**src/rtl/wbdbgbus_pkg.sv**
```systemverilog
// Shared definitions for the debug-bus command path: opcodes, framing constants, deframer states.
// Latency: none (declarations only).
// Backpressure: none (declarations only).
package wbdbgbus_pkg;

  // Command opcodes carried in the low nibble of the first frame byte
  localparam logic [3:0] CMD_READ_REQ     = 4'b0001;
  localparam logic [3:0] CMD_WRITE_REQ    = 4'b0010;
  localparam logic [3:0] CMD_SET_ADDR     = 4'b0011;
  localparam logic [3:0] CMD_SET_ADDR_INC = 4'b0111;

  // Framing
  localparam logic [7:0] RESET_TOKEN = 8'hFF;
  localparam int         FRAME_BYTES = 5;
  localparam int         CMD_W       = 36;

  // Deframer position: IDLE waits for a header byte, Bn waits for data byte n
  typedef enum logic [2:0] {
    IDLE = 3'd0,
    B1   = 3'd1,
    B2   = 3'd2,
    B3   = 3'd3,
    B4   = 3'd4
  } deframer_state_t;

  // A header byte has a zero upper nibble; anything else in IDLE is noise or the reset token
  function automatic logic is_header_byte(input logic [7:0] b);
    return (b[7:4] == 4'h0);
  endfunction

endpackage

```
**src/rtl/wbdbgbus_sync_fifo.sv**
```systemverilog
// Generic first-word-fall-through FIFO with synchronous flush and occupancy output.
// Latency: a push is visible at head_data/!empty the cycle after the write edge.
// Backpressure: push is ignored when full unless a pop happens on the same edge; flush beats push and pop.
module wbdbgbus_sync_fifo #(
  parameter int WIDTH = 36,
  parameter int DEPTH = 8,
  localparam int AW = $clog2(DEPTH),
  localparam int LW = AW + 1
) (
  input  logic             clk,
  input  logic             rst,
  input  logic             flush,
  input  logic             push,
  input  logic [WIDTH-1:0] push_data,
  input  logic             pop,
  output logic [WIDTH-1:0] head_data,
  output logic             empty,
  output logic             full,
  output logic [LW-1:0]    level
);

  logic [WIDTH-1:0] mem [DEPTH];
  logic [AW-1:0]    wr_ptr;
  logic [AW-1:0]    rd_ptr;
  logic             do_push;
  logic             do_pop;

  assign empty   = (level == '0);
  assign full    = (level == LW'(DEPTH));
  assign do_pop  = pop && !empty;
  assign do_push = push && (!full || do_pop);

  // Head reads as zero when empty so the output is defined without resetting storage
  assign head_data = empty ? '0 : mem[rd_ptr];

  // Storage write; contents need no reset since level gates visibility
  always_ff @(posedge clk) begin
    if (do_push && !flush) mem[wr_ptr] <= push_data;
  end

  // Pointer and occupancy bookkeeping; DEPTH is a power of two so pointers wrap naturally
  always_ff @(posedge clk or posedge rst) begin
    if (rst) begin
      wr_ptr <= '0;
      rd_ptr <= '0;
      level  <= '0;
    end else if (flush) begin
      wr_ptr <= '0;
      rd_ptr <= '0;
      level  <= '0;
    end else begin
      if (do_push) wr_ptr <= wr_ptr + AW'(1);
      if (do_pop)  rd_ptr <= rd_ptr + AW'(1);
      case ({do_push, do_pop})
        2'b10:   level <= level + LW'(1);
        2'b01:   level <= level - LW'(1);
        default: level <= level;
      endcase
    end
  end

endmodule

```
**src/rtl/wbdbgbus_cmd_deframer.sv**
```systemverilog
// Turns the UART RX byte stream into 36-bit debug-bus commands (5-byte frames) plus a bus-reset pulse.
// Latency: o_cmd_valid rises the cycle after the edge accepting the last frame byte (empty FIFO).
// Backpressure: commands wait in the FIFO while i_cmd_ready is low; a frame arriving to a full FIFO is dropped and o_overflow set.
// Optional WBDBGBUS_DEFRAMER_STATS_EN adds o_drop_count, a saturating count of dropped/ignored input.
module wbdbgbus_cmd_deframer
  import wbdbgbus_pkg::*;
#(
  parameter int FIFO_DEPTH     = 8,
  parameter int TIMEOUT_CYCLES = 100000,
  localparam int LEVEL_W = $clog2(FIFO_DEPTH) + 1
) (
  input  logic               i_clk,
  input  logic               i_rst,
  input  logic               i_rx_valid,
  input  logic [7:0]         i_rx_data,
  output logic               o_cmd_valid,
  input  logic               i_cmd_ready,
  output logic [CMD_W-1:0]   o_cmd_data,
  output logic               o_cmd_reset,
  output logic               o_overflow,
  output logic [LEVEL_W-1:0] o_fifo_level
`ifdef WBDBGBUS_DEFRAMER_STATS_EN
  ,
  output logic [15:0]        o_drop_count
`endif
);

  localparam int TW = $clog2(TIMEOUT_CYCLES + 1);

  deframer_state_t state;
  deframer_state_t state_nxt;

  logic [3:0]       inst_q;
  logic [23:0]      data_q;
  logic [TW-1:0]    timer_q;
  logic             timer_expired;

  logic             frame_done;
  logic             token;
  logic             ignore_byte;
  logic             timeout;

  logic             fifo_empty;
  logic             fifo_full;
  logic             fifo_pop;
  logic             write_ok;
  logic [CMD_W-1:0] frame_word;

  assign timer_expired = (timer_q == TW'(TIMEOUT_CYCLES - 1));
  assign frame_word    = {inst_q, data_q, i_rx_data};

  // The reset token flushes the FIFO, so a pop on that edge is suppressed
  assign o_cmd_valid = !fifo_empty;
  assign fifo_pop    = o_cmd_valid && i_cmd_ready && !token;
  assign write_ok    = frame_done && (!fifo_full || fifo_pop);

  // State register
  always_ff @(posedge i_clk or posedge i_rst) begin
    if (i_rst) state <= IDLE;
    else       state <= state_nxt;
  end

  // Next state and per-byte event decode
  always_comb begin
    state_nxt   = state;
    frame_done  = 1'b0;
    token       = 1'b0;
    ignore_byte = 1'b0;
    timeout     = 1'b0;
    case (state)
      IDLE: begin
        if (i_rx_valid) begin
          if (i_rx_data == RESET_TOKEN)       token       = 1'b1;
          else if (!is_header_byte(i_rx_data)) ignore_byte = 1'b1;
          else                                state_nxt   = B1;
        end
      end
      B1, B2, B3: begin
        if (i_rx_valid) begin
          state_nxt = deframer_state_t'(state + 3'd1);
        end else if (timer_expired) begin
          timeout   = 1'b1;
          state_nxt = IDLE;
        end
      end
      B4: begin
        if (i_rx_valid) begin
          frame_done = 1'b1;
          state_nxt  = IDLE;
        end else if (timer_expired) begin
          timeout   = 1'b1;
          state_nxt = IDLE;
        end
      end
      default: state_nxt = IDLE;
    endcase
  end

  // Capture header opcode and shift in the first three data bytes; the last byte goes straight to the FIFO
  always_ff @(posedge i_clk or posedge i_rst) begin
    if (i_rst) begin
      inst_q <= '0;
      data_q <= '0;
    end else if (i_rx_valid) begin
      case (state)
        IDLE:       if (is_header_byte(i_rx_data)) inst_q <= i_rx_data[3:0];
        B1, B2, B3: data_q <= {data_q[15:0], i_rx_data};
        default:    ;
      endcase
    end
  end

  // Inter-byte idle timer: only runs inside a partial frame, restarts on every byte
  always_ff @(posedge i_clk or posedge i_rst) begin
    if (i_rst)                                     timer_q <= '0;
    else if (state == IDLE || i_rx_valid || timeout) timer_q <= '0;
    else                                           timer_q <= timer_q + TW'(1);
  end

  // Bus-reset pulse and sticky overflow flag
  always_ff @(posedge i_clk or posedge i_rst) begin
    if (i_rst) begin
      o_cmd_reset <= 1'b0;
      o_overflow  <= 1'b0;
    end else begin
      o_cmd_reset <= token;
      if (token)                        o_overflow <= 1'b0;
      else if (frame_done && !write_ok) o_overflow <= 1'b1;
    end
  end

  wbdbgbus_sync_fifo #(
    .WIDTH (CMD_W),
    .DEPTH (FIFO_DEPTH)
  ) u_fifo (
    .clk       (i_clk),
    .rst       (i_rst),
    .flush     (token),
    .push      (write_ok),
    .push_data (frame_word),
    .pop       (fifo_pop),
    .head_data (o_cmd_data),
    .empty     (fifo_empty),
    .full      (fifo_full),
    .level     (o_fifo_level)
  );

`ifdef WBDBGBUS_DEFRAMER_STATS_EN
  logic [15:0] drop_cnt;
  logic        drop_evt;

  assign drop_evt     = ignore_byte || timeout || (frame_done && !write_ok);
  assign o_drop_count = drop_cnt;

  // Saturating drop counter, cleared together with the bus by the reset token
  always_ff @(posedge i_clk or posedge i_rst) begin
    if (i_rst)                               drop_cnt <= '0;
    else if (token)                          drop_cnt <= '0;
    else if (drop_evt && drop_cnt != 16'hFFFF) drop_cnt <= drop_cnt + 16'd1;
  end
`endif

endmodule

```
**config.mk**
```make
export PLATFORM = sky130hd
export DESIGN_NAME = wbdbgbus_cmd_deframer
export DESIGN_NICKNAME = d
export VERILOG_FILES = /design/src/rtl/wbdbgbus_pkg.sv /design/src/rtl/wbdbgbus_sync_fifo.sv /design/src/rtl/wbdbgbus_cmd_deframer.sv
export SDC_FILE = /design/constraint.sdc
export NUM_CORES = 1
export LEC_CHECK = 0
export CORE_ASPECT_RATIO = 0.6
export CORE_MARGIN = 5
export CORE_UTILIZATION = 25
export DETAILED_ROUTE_END_ITERATION = 7
export PLACE_DENSITY = 0.4
export SLEW_MARGIN = 20
export SYNTH_ARGS = -nofsm -noshare
export SYNTH_HDL_FRONTEND = slang
export SYNTH_SLANG_ARGS = --single-unit
```
**constraint.sdc**
```tcl
create_clock -name i_clk -period 6.47 [get_ports i_clk]
set_input_delay 1.941 -clock i_clk [delete_from_list [all_inputs] [get_ports i_clk]]
set_output_delay 1.941 -clock i_clk [all_outputs]
set_load 0.02 [all_outputs]
```
Yosys cells after proc, flatten, opt, wreduce, memory -nomap -nowiden
Memory sizes are Yosys's and may differ from the RTL's.
Index checks and enable logic that the tools add are counted.
- register bits after elaboration: 60
- RAM bits: 288
- bits of input ports: 12
- output and inout bits: 43
- word-level logic and storage cells: 82
- memories kept: 1
- memory list (name ; words ; bits a word ; read ports ; clocked after Yosys merged registers in ; write ports ; line ; RTL):
    u_fifo.mem ; 8 ; 36 ; 1 ; 0 ; 1 ; wbdbgbus_sync_fifo.sv:22 ; logic [WIDTH-1:0] mem [DEPTH];
- add/subtract/negate cells: 6
- equal/unequal tests: 12
- mux-type cells: 27
- reduce and logical (&&, ||, !) cells: 27
- operators by type and width (kind ; count):
    $mux W36 ; 1
    $mux W3 ; 10
    $add A17 B1 Y17 const B ; 1
    $eq A17 B17 Y1 const B ; 1
    $mux W17 ; 1
    $mux W1 ; 12
    $add A3 B1 Y3 const B ; 3
    $pmux W3 S3 ; 1
    $eq A8 B8 Y1 const B ; 1
    $logic_not A4 Y1 ; 2
    $pmux W4 S2 ; 1
    $logic_and A1 B1 Y1 ; 7
    $eq A3 B2 Y1 const B ; 2
    $ne A2 B2 Y1 const B ; 3
    $reduce_and A3 Y1 ; 2
    $reduce_bool A2 Y1 ; 3
    $add A4 B1 Y4 const B ; 1
    $eq A4 B4 Y1 const B ; 1
    $logic_not A1 Y1 ; 4
    $logic_or A1 B1 Y1 ; 4
    $mux W4 ; 1
    $reduce_or A4 Y1 ; 1
    $sub A4 B1 Y4 const B ; 1
    $eq A3 B1 Y1 const B ; 1
    other kinds (7) ; 7

Depth between registers and ports, before layout
Gate-level depths: netlist (run 1).
- word-level depth: 12
- gate-level depth with buffers: 11
- gate-level depth less buffers: 11

By module
From an unflattened synthesis (run 1), not the netlist that was laid out.
- cell total of the unflattened synthesis: 730
- area total of the unflattened synthesis: 13980.9 um2
- by module, submodules not included (module ; times used ; cells each ; area each (um2) ; sequential area each (um2)):
    wbdbgbus_sync_fifo ; 1 ; 536 ; 11636.2 ; 8898.5
    wbdbgbus_cmd_deframer ; 1 ; 194 ; 2344.7 ; 1251.2

Worst setup path before layout (run 1)
Ideal clock, no wire load.
- path kind: input to register
- start point: in i_rx_valid
- end point: mem u_fifo.mem[1][0], enable pin
- setup time: 532 ps
- arrival time: 6480 ps
- required time: 5938 ps
- slack: -543 ps
- stages: 5
- buffers on the path: 2
- cell sequence: buf_2 and3_1 clkbuf_1 o21ai_1 nor4b_1
- word-level cells in the longest chain between the ends: 10
- elaborated cells between the ends (all ways): 14
- those cells by class: mux (6); reduce/logical (8)
- RTL lines (element ; line ; RTL):
    start: declaration ; wbdbgbus_cmd_deframer.sv:14 ; input logic i_rx_valid,
    $mux W1 ; wbdbgbus_cmd_deframer.sv:72 ; if (i_rx_valid) begin
    $mux W1 ; wbdbgbus_cmd_deframer.sv:70 ; case (state)
    $logic_not A1 Y1 ; wbdbgbus_sync_fifo.sv:38, wbdbgbus_cmd_deframer.sv:54 ;
    $logic_and A1 B1 Y1 ; wbdbgbus_cmd_deframer.sv:54 ; assign fifo_pop = o_cmd_valid && i_cmd_ready && !token;
    $logic_or A1 B1 Y1 / $logic_and A1 B1 Y1 (equally long branches) ; wbdbgbus_cmd_deframer.sv:55, wbdbgbus_sync_fifo.sv:30 ;
    $logic_and A1 B1 Y1 / $logic_or A1 B1 Y1 (equally long branches) ; wbdbgbus_cmd_deframer.sv:55, wbdbgbus_sync_fifo.sv:31 ;
    $logic_and A1 B1 Y1 ; wbdbgbus_sync_fifo.sv:31 ; assign do_push = push && (!full || do_pop);
    $logic_and A1 B1 Y1 * ; wbdbgbus_sync_fifo.sv:38 ; if (do_push && !flush) mem[wr_ptr] <= push_data;
    $mux W1 * ; wbdbgbus_sync_fifo.sv:38 ;
    $mux W1 (not written as such) * ; wbdbgbus_sync_fifo.sv:38 ;
    end: declaration ; wbdbgbus_sync_fifo.sv:22 ;
Every way passes the cells marked *; elsewhere a longest branch is shown, timed or not.

Worst setup path in the final report (run 1)
- start point: reg u_fifo.rd_ptr[0]
- end point: out o_cmd_data[18]
- word-level cells in the longest chain between the ends: 2
- RTL lines (element ; line ; RTL):
    start: declaration ; wbdbgbus_sync_fifo.sv:24 ; logic [AW-1:0] rd_ptr;
    start signal: assignment ; wbdbgbus_sync_fifo.sv:53 ; if (do_pop) rd_ptr <= rd_ptr + AW'(1);
    $mem_v2 Z8 W36 ; - ;
    $mux W36 ; wbdbgbus_sync_fifo.sv:34 ; assign head_data = empty ? '0 : mem[rd_ptr];
    end: declaration ; wbdbgbus_cmd_deframer.sv:18 ; output logic [CMD_W-1:0] o_cmd_data,
Every way passes these cells.

==> summary.txt, run 1 <==
Route
  • WL/cell: between 20 and 25 um
  • Total routed wirelength: about 33,000 um
  • Vias after detailed routing: around 6,900
  • Top layer used by detailed routing: met4
  • DRT met1 WL: roughly 17,000 um
  • Remaining antenna violation count: 0
  • Detail Route met2 WL: between 10,000 and 15,000 um
  • Post-detailed-route DRC marker count: 0
  • Routed length on met3: roughly 1100 um
  • Number of design-rule violations left by the first detailed-router iteration: between 300 and 400
  • Routed vias/inst: roughly 4.3
  • Number of iterations in the first detailed-routing pass: 4

Layout
  • Signed area change from the synthesized netlist to the final layout: 19.4%
  • Design Area, Final: 16,600 um^2
  • Antenna Diode Count: 0
  • Layout filler cell count: about 5,400
  • Share of final-layout standard cells stronger than drive strength 1: 23.8%
  • Final Instance Count excl. Fillers: roughly 1,600
  • Final net count: ~830
  • Share of the core filled with cells: 30.0%

Power
  • Leakage power total: between 5 and 6 nW
  • Largest vdd supply drop: roughly 0.18 mV
  • Post-layout power: roughly 7.4 mW
  • Power density cells: about 440 nW/um^2

Timing
  • Least-Margin Pin Slew: a little over 800 ps
  • Tcrit/Tclk final: between 70% and 80%
  • Number of max-slew violations in the final report: 0
  • Setup TNS after final layout: 0 ps
  • Final setup fails: 0
  • Unrepaired setup endpoints after global routing: false
  • Final hold violation count: 0
  • Slew headroom: between 40 and 50%
  • Post-layout min period: a little over 5000 ps
  • Setup skew after layout: about 17 ps
  • Maximum frequency from static timing analysis: 197 MHz

Logic synthesis
  • Seq/Total Area, Yosys: around 73%
  • Biggest area contributors in the synthesized netlist: edfxtp_1 (62%), mux4_2 (12%), dfrtp_1 (11%)
  • Post-synth net total: roughly 750
  • Average instance area after synthesis: around 19 um^2
  • Share of async-settable or async-resettable flops after synthesis: between 10% and 20%
  • Netlist area before placement: between 10,000 and 15,000 um^2
  • Leading area contributor after synthesis: edfxtp_1
  • Top_reg_cell synth: edfxtp_1
  • Number of warnings printed during yosys synthesis: 0
  • Count of state elements after synthesis: 348
  • Number of distinct library cell variants in the gate-level netlist after synthesis: 51
  • Number of enable-type register cells in the synthesized netlist: between 200 and 300
  • Fraction of synthesized cell area taken by the top area cell type: around 62%
  • Synthesized netlist cell count: 729

CTS
  • CTS tree: yes
  • # clock sinks: 348
  • Worst-path clk slew: 70 ps
  • CTS root buf: clkbuf_16
  • TritonCTS buffer count: 36
  • Quantity of gates resized following cts: 0
  • Later-pin clock latency in the skew report: 520 ps
  • Number of H-tree branching levels: 2
  • Buffer levels on the longest clock path: 3
  • Setup Fix Bufs, Post-CTS: 0
  • Cts hold-fix bufs: 0

Worst setup path
  • Endpoint of the most critical register-to-register path: u_fifo.mem[7][23]
  • Buffering stage count on the worst path with inverters included: 2
  • WP depth: 5
  • Standard cell with the maximum stage delay on the critical path: dfrtp_4
  • Endpoint of the worst setup timing path: o_cmd_data[18]
  • Arrival time reported for the critical path endpoint: 3140 ps
  • Worst Path Required: 4530 ps
  • Capturing element type of the critical path: output pin
  • Startpoint Class: flop
  • Crit Reg-Reg Startpoint: state[0]
  • Largest fanout of any net on the critical path: 21
  • Series of cell instances along the critical path: buf_4 > mux4_2 > mux2i_1 > nor2_1 > clkdlybuf4s50_1
  • Critical path origin: u_fifo.rd_ptr[0]
  • Biggest cell delay along the critical path: ~740 ps
  • FF-to-FF path depth: 6
  • Worst reg2reg setup slack: 3560 ps
  • Dominant delay contributor by cell family on the critical path: buffers and inverters
  • Critical setup path kind: reg2out

Hold path
  • Hold/Removal Path Class: reg2reg

Placement
  • Count of port buffers added during placement: between 50 and 60
  • Placed instance area: about 15,000 um^2
  • Routability Congestion: roughly 0.68
  • Half-perimeter wire length after detailed placement: between 15,000 and 20,000 um
  • Placed cells: around 1,500

Global routing
  • Number of global-route vias before repair: approximately 7,300
  • Pin count of the biggest net entering global routing: 47
  • Overflow left after global routing: 0
  • Overall routing resource usage: between 10% and 20%
  • Initial antenna violation count: 1
  • Global-route wire length before repair: ~49,000 um

Floorplan
  • # rows: 67
  • Total Die Area: slightly above 60,000 um^2
  • I/O Pins: 55
  • Placeable Area: 55,400 um^2
  • Width of the die: roughly 310 um
  • Die H: 193 um
  • Initial cell density of the core: between 20 and 30%

Outcome
  • Status: complete, no violations

Job
  • Maxcap violations: 0
-- worst min-delay path by stage --
stage / start / end / depth (start not counted)
CTS: timer_q[0] / timer_q[0] / 1
detailed placement: timer_q[0] / timer_q[0] / 1
global route: timer_q[0] / timer_q[0] / 1
finish: timer_q[0] / timer_q[0] / 1
global placement: timer_q[0] / timer_q[0] / 1
floorplan: timer_q[0] / timer_q[0] / 1
-- per-layer routing --
layer / vias to the layer above / track usage, %
met2: 95 / 16.0
li1: 3067 / -
met3: 52 / 2.09
met5: - / 0
met4: 0 / 2.20
met1: 3648 / 16.6
-- sequential cells by signal (all words and copies together) (netlist names) --
register       count
data_q            24
inst_q             4
o_cmd_reset        1
o_overflow         1
state              3
timer_q           17
u_fifo.level       4
u_fifo.mem       288
u_fifo.rd_ptr      3
u_fifo.wr_ptr      3
-- placed cells by master (no fill, tap or decap), drive strengths merged, types with 7 or more instances in the layout --
cell type and instances:
nor3 7, or3 8, o21ai 11, clkinv 13, buf 24, nor4 7, ha 10, nor2 56
mux2 29, mux2i 38, edfxtp 288, mux4 72, inv 11, xnor2 9, a21oi 10, dfrtp 60
clkdlybuf4s50 54, nand2 18, nand3 11, clkbuf 48
-- where the power goes --
group / switching (mW) / internal [mW] / total (mW)
Sequential: 0.457 / 2.77 / 3.23
Clock: 0.851 / 1.16 / 2.01
Combinational: 1.04 / 1.11 / 2.14
Total: 2.35 / 5.03 / 7.38
-- final cells by class --
class | count | area [um^2] | share of cell area [%]
clock inverter | 16 | 131 | 0.791
clock buffer | 48 | 987 | 5.94
inverter | 10 | 37.5 | 0.226
multi-input combinational | 336 | 3610 | 21.7
tap | 759 | 950 | 5.72
sequential | 348 | 10200 | 61.2
timing repair buffer | 78 | 733 | 4.41
-- metrics by stage --
step | hold WS [ps] | setup WS (ps)
after floorplan | 471 | -543
after global placement | 510 | 1650
after detailed placement | 507 | 1650
after CTS | 517 | 1280
after global routing | 562 | 1170
final | 513 | 1390
-- logic make-up after synthesis --
logic type	count (synthesis)	share of synthesized area, %
xor gates and xnor gates	14	0.881
buffers and inverters	45	1.48
AOI/OAI and AO/OA	42	2.28
DFF	348	73.0
muxes	139	16.7
adders and majority gates	10	0.899
and+or+nand+nor	131	4.76
-- Yosys cell counts (2+ instances only) --
| library cell | count |
|---|---|
| nor3_1 | 7 |
| nand3_1 | 11 |
| buf_6 | 2 |
| a21oi_1 | 10 |
| mux2_2 | 28 |
| nand2_1 | 18 |
| nor4b_1 | 5 |
| nor2_1 | 56 |
| nand4_1 | 2 |
| or3_1 | 8 |
| ha_1 | 10 |
| nand4b_1 | 2 |
| nand3b_1 | 2 |
| xnor2_1 | 9 |
| or2_2 | 2 |
| nor4_1 | 5 |
| buf_2 | 15 |
| clkbuf_1 | 13 |
| inv_1 | 10 |
| o21ai_0 | 9 |
| nor2b_1 | 3 |
| edfxtp_1 | 288 |
| o211ai_1 | 5 |
| o21bai_1 | 2 |
| mux4_2 | 72 |
| a21o_1 | 3 |
| buf_1 | 4 |
| mux2i_1 | 38 |
| xor2_1 | 5 |
| nand2b_1 | 2 |
| nor4_2 | 2 |
| dfrtp_1 | 60 |
| nor3b_1 | 2 |
| o21ba_2 | 2 |
Power figures use the tool's default switching activity.
==> run 2: changes to the inputs <==
==> constraint.sdc (replaced) <==
create_clock -name i_clk -period 4.9 [get_ports i_clk]
set_input_delay 1.47 -clock i_clk [delete_from_list [all_inputs] [get_ports i_clk]]
set_output_delay 1.47 -clock i_clk [all_outputs]
set_load 0.02 [all_outputs]
==> run 2 against run 1 <==
Net effect:
- cell count increased by 0.63%
- combinational power increased by 36%
- clock skew increased by 1.1 ps
- wire length increased by 2.4%
- power increased by 31%
- non-clock buffer count increased by 7
- via count increased by 0.52%
==> summary.txt, run 2 (synthesis results as in run 1) <==
Outcome
  • Status: complete, no violations

Global routing
  • Global-route wire length before repair: 50,100 um (+1.7%)
  • Overall routing resource usage: 11.1% (+0.23 points)
  • Number of global-route vias before repair: 7,336 (+0.22%)
  • Overflow left after global routing: 0 (unchanged)
  • Pin count of the biggest net entering global routing: 37 (-21%)
  • Initial antenna violation count: 0 (-1)

Timing
  • Maximum frequency from static timing analysis: 223 MHz
  • Tcrit/Tclk final: just over 90%
  • Slew headroom: 47.8% (+2.4 points)
  • Unrepaired setup endpoints after global routing: false
  • Least-Margin Pin Slew: 781 ps (-38.4 ps)
  • Setup skew after layout: 17.9 ps (+1.06 ps)
  • Final hold violation count: 0 (unchanged)
  • Post-layout min period: 4490 ps
  • Final setup fails: 0 (unchanged)
  • Tightest hold margin: 502 ps (-11.8 ps)
  • Number of max-slew violations in the final report: 0 (unchanged)
  • Crit path setup slack, layout: 410 ps (-981 ps)

Floorplan
  • I/O Pins: 55 (unchanged)
  • Initial cell density of the core: 25.1% (unchanged)
  • # rows: 67 (unchanged)
  • Placeable Area: 55,400 um^2 (unchanged)
  • Die H: 193 um (unchanged)
  • Total Die Area: 60,600 um^2 (unchanged)
  • Width of the die: 315 um (unchanged)

Placement
  • Routability Congestion: 0.686 (+0.16%)
  • Half-perimeter wire length after detailed placement: 19,800 um (+6.3%)
  • Setup slack after placement: 841 ps (-806 ps)
  • Count of port buffers added during placement: 54 (unchanged)
  • Placed instance area: 15,700 um^2 (+1.1%)

Power
  • Switching share of power: 32.4% (+0.56 points)
  • Portion of total power attributed to sequential cells: 43.8% (about the same)
  • Post-layout power: 9.67 mW (+31%)
  • Total net switching power: 3.13 mW (+33%)
  • Power density cells: 578 nW/um^2 (+30%)
  • Largest vdd supply drop: 0.274 mV (+53%)
  • Part of the total power dissipated in combinational logic: 30.2% (+1.1 points)
  • Share of power burned in the clock network: 25.9% (-1.3 points)
  • Internal power: 6.54 mW (+30%)
  • Leakage power total: 5.50 nW (+0.47%)

Route
  • Top layer used by detailed routing: met4
  • Number of design-rule violations left by the first detailed-router iteration: 396 (+3.1%)
  • DRT met1 WL: 17,600 um (+2.0%)
  • Routed length on met3: 1200 um (+14%)
  • Detail Route met2 WL: 14,200 um (+2.9%)
  • Vias after detailed routing: 6,898 (+0.52%)
  • WL/cell: 20.8 um (+1.8%)
  • Total routed wirelength: 33,400 um (+2.4%)
  • Remaining antenna violation count: 0 (unchanged)
  • Number of iterations in the first detailed-routing pass: 4 (unchanged)
  • Post-detailed-route DRC marker count: 0 (unchanged)
  • Routed vias/inst: 4.30 (-0.10%)

Job
  • Maxcap violations: 0 (unchanged)

CTS
  • Quantity of gates resized following cts: 0 (unchanged)
  • Setup Fix Bufs, Post-CTS: 0 (unchanged)
  • TritonCTS buffer count: 36 (unchanged)
  • Buffer levels on the longest clock path: 3 (unchanged)
  • # clock sinks: 348 (unchanged)
  • CTS tree: yes
  • Worst-path clk slew: 50 ps (-20 ps)
  • CTS root buf: clkbuf_16
  • Number of H-tree branching levels: 2 (unchanged)
  • Cts hold-fix bufs: 0 (unchanged)
  • Later-pin clock latency in the skew report: 530 ps (about the same)

Layout
  • Share of the core filled with cells: 30.2% (+0.21 points)
  • Leading cell types in the layout, fill and taps excluded: edfxtp_1 (288), mux4_2 (72), dfrtp_1 (57)
  • Commonest non-fill, non-tap cell in the layout: edfxtp_1
  • Flip-flop count of the largest register, all copies and words added: 288 (unchanged)
  • Final net count: 839 (+0.84%)
  • Design Area, Final: 16,700 um^2 (+0.69%)
  • Largest registers: u_fifo.mem (288), data_q (24), timer_q (17)
  • Top register by number of flip-flops: u_fifo.mem
  • Signed area change from the synthesized netlist to the final layout: 20.2%
  • Share of final-layout standard cells stronger than drive strength 1: 23.8% (about the same)

Worst setup path
  • Startpoint Class: flop
  • Critical setup path kind: reg2out
  • Worst Path Required: 3430 ps (-1100 ps)
  • Arrival time reported for the critical path endpoint: 3020 ps (-120 ps)
  • Capturing element type of the critical path: output pin
  • Largest fanout of any net on the critical path: 22 (+4.8%)

Hold path
  • Hold/Removal Path Class: reg2reg
==> run 2: area by class of cell <==
| cell class | instances | area [um^2] |
|---|---|---|
| diodes | 1 | 2.50 |
| clock buffers | 45 | 935 |
| flip-flops and latches | 348 | 10200 |
| multi-input cells | 336 | 3620 |
| inverters | 10 | 37.5 |
| fillers | 5417 | 38700 |
| repair buffers | 85 | 898 |
| well taps | 759 | 950 |
| clock inverters | 21 | 124 |
==> run 2: final timing paths <==
| kind | to | slack, ps | cells after the start | from |
|---|---|---|---|---|
| min reg2reg | o_overflow | 500 | 2 | o_overflow |
| max | o_cmd_data[29] | 410 | 6 | u_fifo.rd_ptr[0] |
| max reg2reg | u_fifo.level[3] | 2250 | 9 | state[0] |
| max in group asynchronous | u_fifo.level[0] | 2870 | 3 | i_rst |
| min | o_overflow | 500 | 2 | o_overflow |
| min in group asynchronous | data_q[15] | 1270 | 2 | i_rst |
==> run 2: layer usage <==
metal | track usage [%] | up-vias
li1 | - | 3095
met1 | 17.2 | 3666
met3 | 2.20 | 34
met4 | 2.11 | 0
met2 | 16.1 | 103
met5 | 0 | -
==> run 2: power by group through the flow <==
stage	sequential [mW]	combinational, mW	clock (mW)
2_1_floorplan	3.95	2.01	0
3_3_place_gp	4.32	3.03	0
3_5_place_dp	4.33	3.02	0
4_1_cts	4.26	3.03	2.61
5_1_grt	4.31	3.19	2.76
6_report	4.24	2.92	2.51
==> run 2: worst max-delay path, stage by stage, from the launching register on <==
cell and delay [ps]:
dfrtp_4 680, buf_12 270, buf_4 240, mux4_2 530, mux2i_1 140, nor2_1 50, clkdlybuf4s50_1 540
==> run 2: per-stage QoR <==
stage                     TNS [ps]  instances
after floorplan            -204880        729
after global placement           0       1538
after detailed placement         0       1538
after CTS                        0       1604
after global routing             0       1604
final                            0       1605
==> run 3: changes to the inputs <==
--- a/config.mk
+++ b/config.mk
@@ -7,10 +7,10 @@
 export LEC_CHECK = 0
 export CORE_ASPECT_RATIO = 0.6
 export CORE_MARGIN = 5
-export CORE_UTILIZATION = 25
+export CORE_UTILIZATION = 50
 export DETAILED_ROUTE_END_ITERATION = 7
-export PLACE_DENSITY = 0.4
-export SLEW_MARGIN = 20
+export PLACE_DENSITY = 0.68
+export SLEW_MARGIN = 30
 export SYNTH_ARGS = -nofsm -noshare
 export SYNTH_HDL_FRONTEND = slang
 export SYNTH_SLANG_ARGS = --single-unit
==> run 3 against run 2 <==
Net effect:
- setup slack better by 59 ps
- flip-flop and latch count stayed put
- global-route usage is 7.6 points higher
- cell area is 3.3% lower
- highest routed layer unchanged
==> summary.txt, run 3 (synthesis results as in run 1) <==
CTS
  • # clock sinks: 348 (unchanged)
  • CTS root buf: clkbuf_16
  • Later-pin clock latency in the skew report: 520 ps (about the same)
  • TritonCTS buffer count: 34 (-5.6%)
  • Worst-path clk slew: 60 ps (about the same)
  • Buffer levels on the longest clock path: 3 (unchanged)
  • Number of H-tree branching levels: 2 (unchanged)
  • Setup Fix Bufs, Post-CTS: 0 (unchanged)
  • Quantity of gates resized following cts: 0 (unchanged)
  • CTS tree: yes
  • Cts hold-fix bufs: 0 (unchanged)

Hold path
  • Hold Path Cell Cnt: 2 (unchanged)
  • Hold/Removal Path Class: reg2reg

Route
  • Number of iterations in the first detailed-routing pass: 5 (+1)
  • Routed vias/inst: 5.88 (+37%)
  • Post-detailed-route DRC marker count: 0 (unchanged)
  • DRT met1 WL: 12,900 um (-26%)
  • Remaining antenna violation count: 0 (unchanged)
  • Detail Route met2 WL: 13,600 um (-4.1%)
  • Top layer used by detailed routing: met4
  • WL/cell: 24.0 um (+15%)
  • Routed length on met3: 1660 um (+39%)
  • Number of design-rule violations left by the first detailed-router iteration: 597 (+51%)
  • Vias after detailed routing: 7,029 (+1.9%)
  • Total routed wirelength: 28,700 um (-14%)

Timing
  • Maximum frequency from static timing analysis: 226 MHz (+1.3%)
  • Unrepaired setup endpoints after global routing: false
  • Final setup fails: 0 (unchanged)
  • Tcrit/Tclk final: 90.4% (-1.2 points)
  • Least-Margin Pin Slew: 889 ps (+108 ps)
  • Post-layout min period: 4430 ps (-58.6 ps)
  • Setup TNS after final layout: 0 ps (unchanged)
  • Final hold violation count: 0 (unchanged)
  • Setup skew after layout: 16.1 ps (-1.75 ps)
  • Slew headroom: 40.0% (-7.8 points)
  • Number of max-slew violations in the final report: 0 (unchanged)

Outcome
  • Status: complete, no violations

Global routing
  • Number of global-route vias before repair: 7,462 (+1.7%)
  • Initial antenna violation count: 0 (unchanged)
  • Pin count of the biggest net entering global routing: 75 (+100%)
  • Overall routing resource usage: 18.7% (+7.6 points)
  • Global-route wire length before repair: 44,900 um (-10%)
  • Overflow left after global routing: 0 (unchanged)

Power
  • Post-layout power: 9.61 mW (-0.64%)
  • Power density cells: 594 nW/um^2 (+2.7%)
  • Largest vdd supply drop: 0.469 mV (+71%)
  • Leakage power total: 5.45 nW (-0.88%)

Placement
  • Routability Congestion: 0.767 (+12%)
  • Count of port buffers added during placement: 54 (unchanged)
  • Half-perimeter wire length after detailed placement: 15,800 um (-20%)
  • Placed cells: 1,134 (-26%)

Worst setup path
  • Arrival time reported for the critical path endpoint: 2960 ps (-60 ps)
  • Worst Path Required: 3430 ps (about the same)
  • Critical setup path kind: reg2out
  • Capturing element type of the critical path: output pin
  • Largest fanout of any net on the critical path: 28 (+27%)
  • FF-to-FF path depth: 9 (unchanged)
  • Startpoint Class: flop

Layout
  • Flip-flop count of the largest register, all copies and words added: 288 (unchanged)
  • Signed area change from the synthesized netlist to the final layout: 16.3%
  • Top register by number of flip-flops: u_fifo.mem
  • Final Instance Count excl. Fillers: 1,196 (-25%)
  • Share of final-layout standard cells stronger than drive strength 1: 23.2% (-0.63 points)
  • Largest registers: u_fifo.mem (288), data_q (24), timer_q (17)
  • Final net count: 825 (-1.7%)
  • Commonest non-fill, non-tap cell in the layout: edfxtp_1
  • Antenna Diode Count: 0 (-1)
  • Leading cell types in the layout, fill and taps excluded: edfxtp_1 (288), mux4_2 (72), dfrtp_1 (57)

Floorplan
  • # rows: 47 (-30%)
  • Total Die Area: 31,400 um^2 (-48%)
  • I/O Pins: 55 (unchanged)
  • Placeable Area: 27,500 um^2 (-50%)
  • Initial cell density of the core: 50.7% (+26 points)
  • Die H: 139 um (-28%)
  • Width of the die: 225 um (-28%)

Job
  • Maxcap violations: 0 (unchanged)
run 3: layer usage:
| metal | track usage [%] | up-vias |
|---|---|---|
| li1 | - | 3060 |
| met1 | 27.3 | 3712 |
| met2 | 29.5 | 216 |
| met3 | 3.83 | 41 |
| met4 | 4.33 | 0 |
| met5 | 0 | - |
run 3: power by group:
part / switching [mW] / leakage, nW / internal [mW]
clock: 1.08 / 0.533 / 1.48
combinational: 1.46 / 1.57 / 1.46
sequential: 0.463 / 3.36 / 3.66
run 3: worst max-delay path, stage by stage (launching register included):
cell and delay, ps:
dfrtp_4 420, buf_4 480, mux4_2 570, mux2i_1 290, nor2_1 110, clkdlybuf4s50_1 570
run 3: per-stage QoR:
stage / utilization (%) / instance area, um^2 / worst slack, ps / hold WS (ps)
floorplan: - / 13900 / -1640 / 471
global placement: 54.9 / 15100 / 743 / 485
detailed placement: 54.9 / 15100 / 550 / 496
CTS: 58.9 / 16200 / 446 / 510
global route: 58.9 / 16200 / 320 / 564
finish: 58.9 / 16200 / 469 / 506
run 3: area by class of cell:
type	count	area (um^2)
Clock buffer	50	1000
Sequential cell	348	10200
Tap cell	367	459
Multi-Input combinational cell	336	3620
Clock inverter	12	93.8
Timing Repair Buffer	73	808
Fill cell	1970	11300
Inverter	10	37.5
run 3: path summary, 6_finish.rpt:
| kind | from | endpoint | slack, ps |
|---|---|---|---|
| max | u_fifo.rd_ptr[0] | o_cmd_data[7] | 470 |
| min | o_overflow | o_overflow | 510 |
| max reg2reg | state[0] | u_fifo.level[3] | 2040 |
| min reg2reg | o_overflow | o_overflow | 510 |
| max in group asynchronous | i_rst | u_fifo.rd_ptr[0] | 2760 |
| min in group asynchronous | i_rst | data_q[6] | 1310 |
